File: config.mk
export PLATFORM = sky130hd
export DESIGN_NAME = wb_stage
export DESIGN_NICKNAME = d
export VERILOG_FILES = /design/src/rtl/wb_stage.sv
export SDC_FILE = /design/constraint.sdc
export NUM_CORES = 1
export LEC_CHECK = 0
export CAP_MARGIN = 5
export CORE_MARGIN = 5
export CORE_UTILIZATION = 32
export CTS_BUF_LIST = sky130_fd_sc_hd__clkbuf_2 sky130_fd_sc_hd__clkbuf_4 sky130_fd_sc_hd__clkbuf_8
export CTS_CLUSTER_DIAMETER = 60
export DETAILED_ROUTE_END_ITERATION = 12
export HOLD_SLACK_MARGIN = 0.02
export PLACE_DENSITY_LB_ADDON = 0.2
export SETUP_SLACK_MARGIN = 0.15
export SLEW_MARGIN = 5
export SYNTH_ARGS = -nofsm -noshare
export SYNTH_HDL_FRONTEND = slang
export SYNTH_SLANG_ARGS = --single-unit
File: constraint.sdc
create_clock -name Clk -period 4.7 [get_ports Clk]
set_input_delay 1.41 -clock Clk [delete_from_list [all_inputs] [get_ports Clk]]
set_output_delay 1.41 -clock Clk [all_outputs]
set_load 0.005 [all_outputs]
File: src/rtl/wb_stage.sv
// Write-back stage: MEM/WB pipeline register, load extraction/extension, write-data select,
// gated register-file write enable and WB->ID bypass flags. Optional macro: WB_RETIRE_COUNT_EN.
module wb_stage (
  input  logic        Clk,
  input  logic        Rst,
  input  logic        Stall,
  input  logic        Flush,
  input  logic        MEM_Valid,
  input  logic        MEM_RegWrite,
  input  logic        MEM_MemToReg,
  input  logic        MEM_Link,
  input  logic [1:0]  MEM_ByteSel,
  input  logic        MEM_SignExt,
  input  logic [4:0]  MEM_WriteAddr,
  input  logic [31:0] MEM_ALUResult,
  input  logic [31:0] MEM_ReadData,
  input  logic [31:0] MEM_PCI,
  input  logic [4:0]  ID_ReadReg1,
  input  logic [4:0]  ID_ReadReg2,
  output logic [4:0]  WriteAddr,
  output logic [31:0] WriteData,
  output logic        RW_AND,
  output logic        Fwd1,
  output logic        Fwd2
`ifdef WB_RETIRE_COUNT_EN
  ,
  output logic [31:0] RetireCount
`endif
);

  logic        valid;
  logic        reg_write;
  logic        mem_to_reg;
  logic        link;
  logic [1:0]  byte_sel;
  logic        sign_ext;
  logic [4:0]  write_addr;
  logic [31:0] alu_result;
  logic [31:0] read_data;
  logic [31:0] pci;

  logic [7:0]  lane_byte;
  logic [15:0] lane_half;
  logic [31:0] load_data;

  // A flush only needs to kill Valid/RegWrite; the payload is left as-is.
  always_ff @(posedge Clk or posedge Rst) begin
    if (Rst) begin
      valid      <= 1'b0;
      reg_write  <= 1'b0;
      mem_to_reg <= 1'b0;
      link       <= 1'b0;
      byte_sel   <= 2'b00;
      sign_ext   <= 1'b0;
      write_addr <= 5'd0;
      alu_result <= 32'd0;
      read_data  <= 32'd0;
      pci        <= 32'd0;
    end else if (Flush) begin
      valid     <= 1'b0;
      reg_write <= 1'b0;
    end else if (!Stall) begin
      valid      <= MEM_Valid;
      reg_write  <= MEM_RegWrite;
      mem_to_reg <= MEM_MemToReg;
      link       <= MEM_Link;
      byte_sel   <= MEM_ByteSel;
      sign_ext   <= MEM_SignExt;
      write_addr <= MEM_WriteAddr;
      alu_result <= MEM_ALUResult;
      read_data  <= MEM_ReadData;
      pci        <= MEM_PCI;
    end
  end

  always_comb begin
    lane_byte = read_data[7:0];
    case (alu_result[1:0])
      2'd0:    lane_byte = read_data[7:0];
      2'd1:    lane_byte = read_data[15:8];
      2'd2:    lane_byte = read_data[23:16];
      default: lane_byte = read_data[31:24];
    endcase
    lane_half = alu_result[1] ? read_data[31:16] : read_data[15:0];
    case (byte_sel)
      2'b01:   load_data = {{16{sign_ext & lane_half[15]}}, lane_half};
      2'b10:   load_data = {{24{sign_ext & lane_byte[7]}}, lane_byte};
      default: load_data = read_data;
    endcase
  end

  // Link returns instruction address + 8, i.e. the registered PC+4 plus another 4.
  always_comb begin
    if (link)
      WriteData = pci + 32'd4;
    else if (mem_to_reg)
      WriteData = load_data;
    else
      WriteData = alu_result;
  end

  assign WriteAddr = write_addr;
  assign RW_AND    = valid & reg_write & (write_addr != 5'd0) & ~Stall;
  assign Fwd1      = RW_AND & (ID_ReadReg1 == write_addr);
  assign Fwd2      = RW_AND & (ID_ReadReg2 == write_addr);

`ifdef WB_RETIRE_COUNT_EN
  always_ff @(posedge Clk or posedge Rst) begin
    if (Rst)
      RetireCount <= 32'd0;
    else if (valid && !Stall)
      RetireCount <= RetireCount + 32'd1;
  end
`endif

endmodule
==> impl_metrics.yaml, run 1 <==
global_routing:
  grt_antenna_before_repair: 0
  gr-total-overflow: 0
  grt_pass1_vias: 5242
  grt_max_degree: 119
  grt_pass1_wl_mm: 30.8
  grt_usage_pct: 18.5
drt:
  totalWireLength_mm: 19.7
  num_vias: 4934
  dr.pass1.iters: 5
  vias_per_cell: 5.28
  wire_per_inst_um: 21.1
  initialDrtViolationCount: 272
  drcViolationCount: 0
  ant_nets: 0
clock_network:
  clock-root-buffer: "clkbuf_8"
  path_clk_slew_ps: 100
  clk_latency_ps: 390
  cts_setup_buffers: 0
  htree_num_levels: 3
  cts-buffers-inserted: 9
  cts_hold_buf: 0
  cts_num_sinks: 108
  post_cts_resized: 0
  cts_tree: "done"
  cts_buffer_depth: 2
placed_design:
  place_inst: 918
  place.detailed.hpwl_mm: 15.2
  io_buffers: 161
  gp_congestion: 0.913
timing:
  hold_viol: 0
  slew_violations: 0
  tns_ps: 0
  skew_ps: 0
  layout_min_cycle_time_ps: 4370
  max_freq_ghz: 0.229
  slew_headroom_pct: 38.1
  setup_viol: 0
  fin_crit_sh_pct: 93.1
  rsz0062_at_grt: "true"
  tightest_slew_ps: 929
synthesis:
  synthArstFlopShare_pct: 100
  post-synth-top-area-fraction_pct: 45.6
  synth_edf_count: 0
  synth_area_leader_cell: "dfrtp_1"
  synthesis.instances: 545
  ys_ff_latch: 108
  avgSynthCellArea_um2: 10.9
  netlist_area_mm2: 0.00593
  ys_warn_count: 0
  synth_most_common_cell: "dfrtp_1"
  mappedNetlistNets: 670
  synthFlopType: "dfrtp_1"
  synthTopCellsByCount: "108 x dfrtp_1, 97 x mux2_2, 38 x o21ai_0"
  ys_seq_area_share_pct: 45.6
  ys_types: 54
  ys_top_cells_by_area: "dfrtp_1 46%, mux2_2 18%, xnor2_1 3.8%, o21ai_0 3.2%, o22ai_1 1.8%"
worst_setup_path:
  end_kind: "output port"
  cp_slowest_cell: "clkdlybuf4s50_1"
  crit_top_cell: "buf_4"
  critPathKind: "reg2out"
  regToRegSetupSlack_ps: 3370
  arrival_ps: 2960
  cp_slowest_stage_delay_ps: 470
  crit_fanout: 4
  required_ps: 3290
  start_kind: "flop"
  path_cells: "inv_1 -> ha_1 -> buf_4 -> a21o_1 -> a22oi_1 -> nor3_1 -> a2111oi_1 -> buf_4 -> a21oi_1 -> clkdlybuf4s50_1"
cells_and_area:
  reg_top3: "alu_result x32, pci x32, read_data x32"
  syn_to_final_growth_pct: 36.5
  finalNonFillerCells: 934
  layout.nets: 825
  drive_gt1_share_pct: 20.9
  final.fill_count: 1655
  n_antenna_cell: 0
die:
  ios: 162
  die_w_um: 146
  row_count: 49
  die_h_um: 146
  core_area_mm2: 0.0181
  start_util_pct: 32.8
  dieArea_mm2: 0.0214
power:
  cellPowerDensity_mw_per_mm2: 347
  power_mw: 2.80
  p_leak_nw: 3.12
  vdd_drop_max_v: 0.000128
min_path:
  hold_class: "reg2reg"
flow_run:
  max_cap_viol_count: 0
status:
  outcome: "finished, final reports clean"
[cells by family after synthesis]
kind of cell,share of synthesized area (%)
adders and majority gates,0.633
and+or+nand+nor,11.6
muxes,19.9
buffers and inverters,3.31
AOI/OAI and AO/OA,13.5
xor gates and xnor gates,5.46
DFF,45.6
[final cells by class]
cell class              instances  area (um2)  share of cell area [%]
clock buffers                  10         138                    1.70
clock inverters                 6         105                    1.30
inverters                      16        62.6                   0.773
multi-input cells             389        3050                    37.7
flip-flops and latches        108        2700                    33.4
well taps                     229         287                    3.54
repair buffers                176        1750                    21.6
[routing by layer]
layer	vias to the layer above	GRT usage (%)	share of wire, %
li1	2316	-	-
met1	2464	25.1	46
met2	133	30.5	48
met3	21	3.59	4.3
met4	0	4.52	1.7
met5	-	0	0
[cells in the final DEF, fill, tap and decap left out, drive strengths merged, types with 3 or more instances in the layout]
cell / netlist / layout
o22ai: 18 / 18
nand3: 11 / 11
clkbuf: 18 / 10
xnor2: 26 / 26
clkdlybuf4s50: 0 / 161
nand2b: 4 / 4
o21ai: 43 / 43
a221oi: 8 / 8
clkinv: 2 / 3
xor2: 11 / 11
or4: 3 / 3
nor3: 10 / 10
o31ai: 6 / 6
nor4: 11 / 11
and4: 5 / 5
nor2: 21 / 21
buf: 14 / 15
and2: 3 / 3
nand4: 10 / 10
inv: 14 / 17
a31oi: 3 / 3
and3: 5 / 5
mux2: 98 / 98
a21o: 4 / 4
mux2i: 7 / 7
or2: 3 / 3
dfrtp: 108 / 108
ha: 3 / 3
a22oi: 11 / 11
a21oi: 20 / 20
nand2: 28 / 28
[path summary, 6_finish.rpt]
kind | start | end | cells after the start
hold reg to reg | alu_result[5]$_DFFE_PP0P_ | alu_result[5]$_DFFE_PP0P_ | 1
setup / recovery | byte_sel[0]$_DFFE_PP0P_ | WriteData[29] | 10
max in group asynchronous | Rst | valid$_DFFE_PP0P_ | 3
min in group asynchronous | Rst | pci[6]$_DFFE_PP0P_ | 2
setup reg to reg | mem_to_reg$_DFFE_PP0P_ | mem_to_reg$_DFFE_PP0P_ | 3
hold / removal | alu_result[5]$_DFFE_PP0P_ | alu_result[5]$_DFFE_PP0P_ | 1
[report_power, final]
part / switching, mW / internal [mW] / leakage (nW)
sequential: 0.167 / 1.06 / 1.28
clock: 0.350 / 0.327 / 0.122
combinational: 0.402 / 0.497 / 1.73
total: 0.919 / 1.89 / 3.12
[through the flow]
step	instance area [um2]	hold slack, ps	util (%)	setup slack, ps
after floorplan	5930	473	-	444
after global placement	7840	488	43.3	334
after detailed placement	7840	495	43.3	311
after CTS	8080	520	44.7	208
after global routing	8090	533	44.7	86.9
final	8090	516	44.7	326
[worst max-delay path, delay by kind of cell (launching register included)]
kind | cells | cell delay [ps]
buffers and inverters | 4 | 870
AOI/OAI and AO/OA | 4 | 1020
and+or+nand+nor | 1 | 100
DFF | 1 | 370
adders and majority gates | 1 | 210
Note: power is estimated with default switching activity, not from simulation.
==> run 2, diff against run 1 <==
- SLEW_MARGIN: 5 -> not set
==> results of run 2 <==
The final DEF is identical to that of run 1; final timing and power are the same.
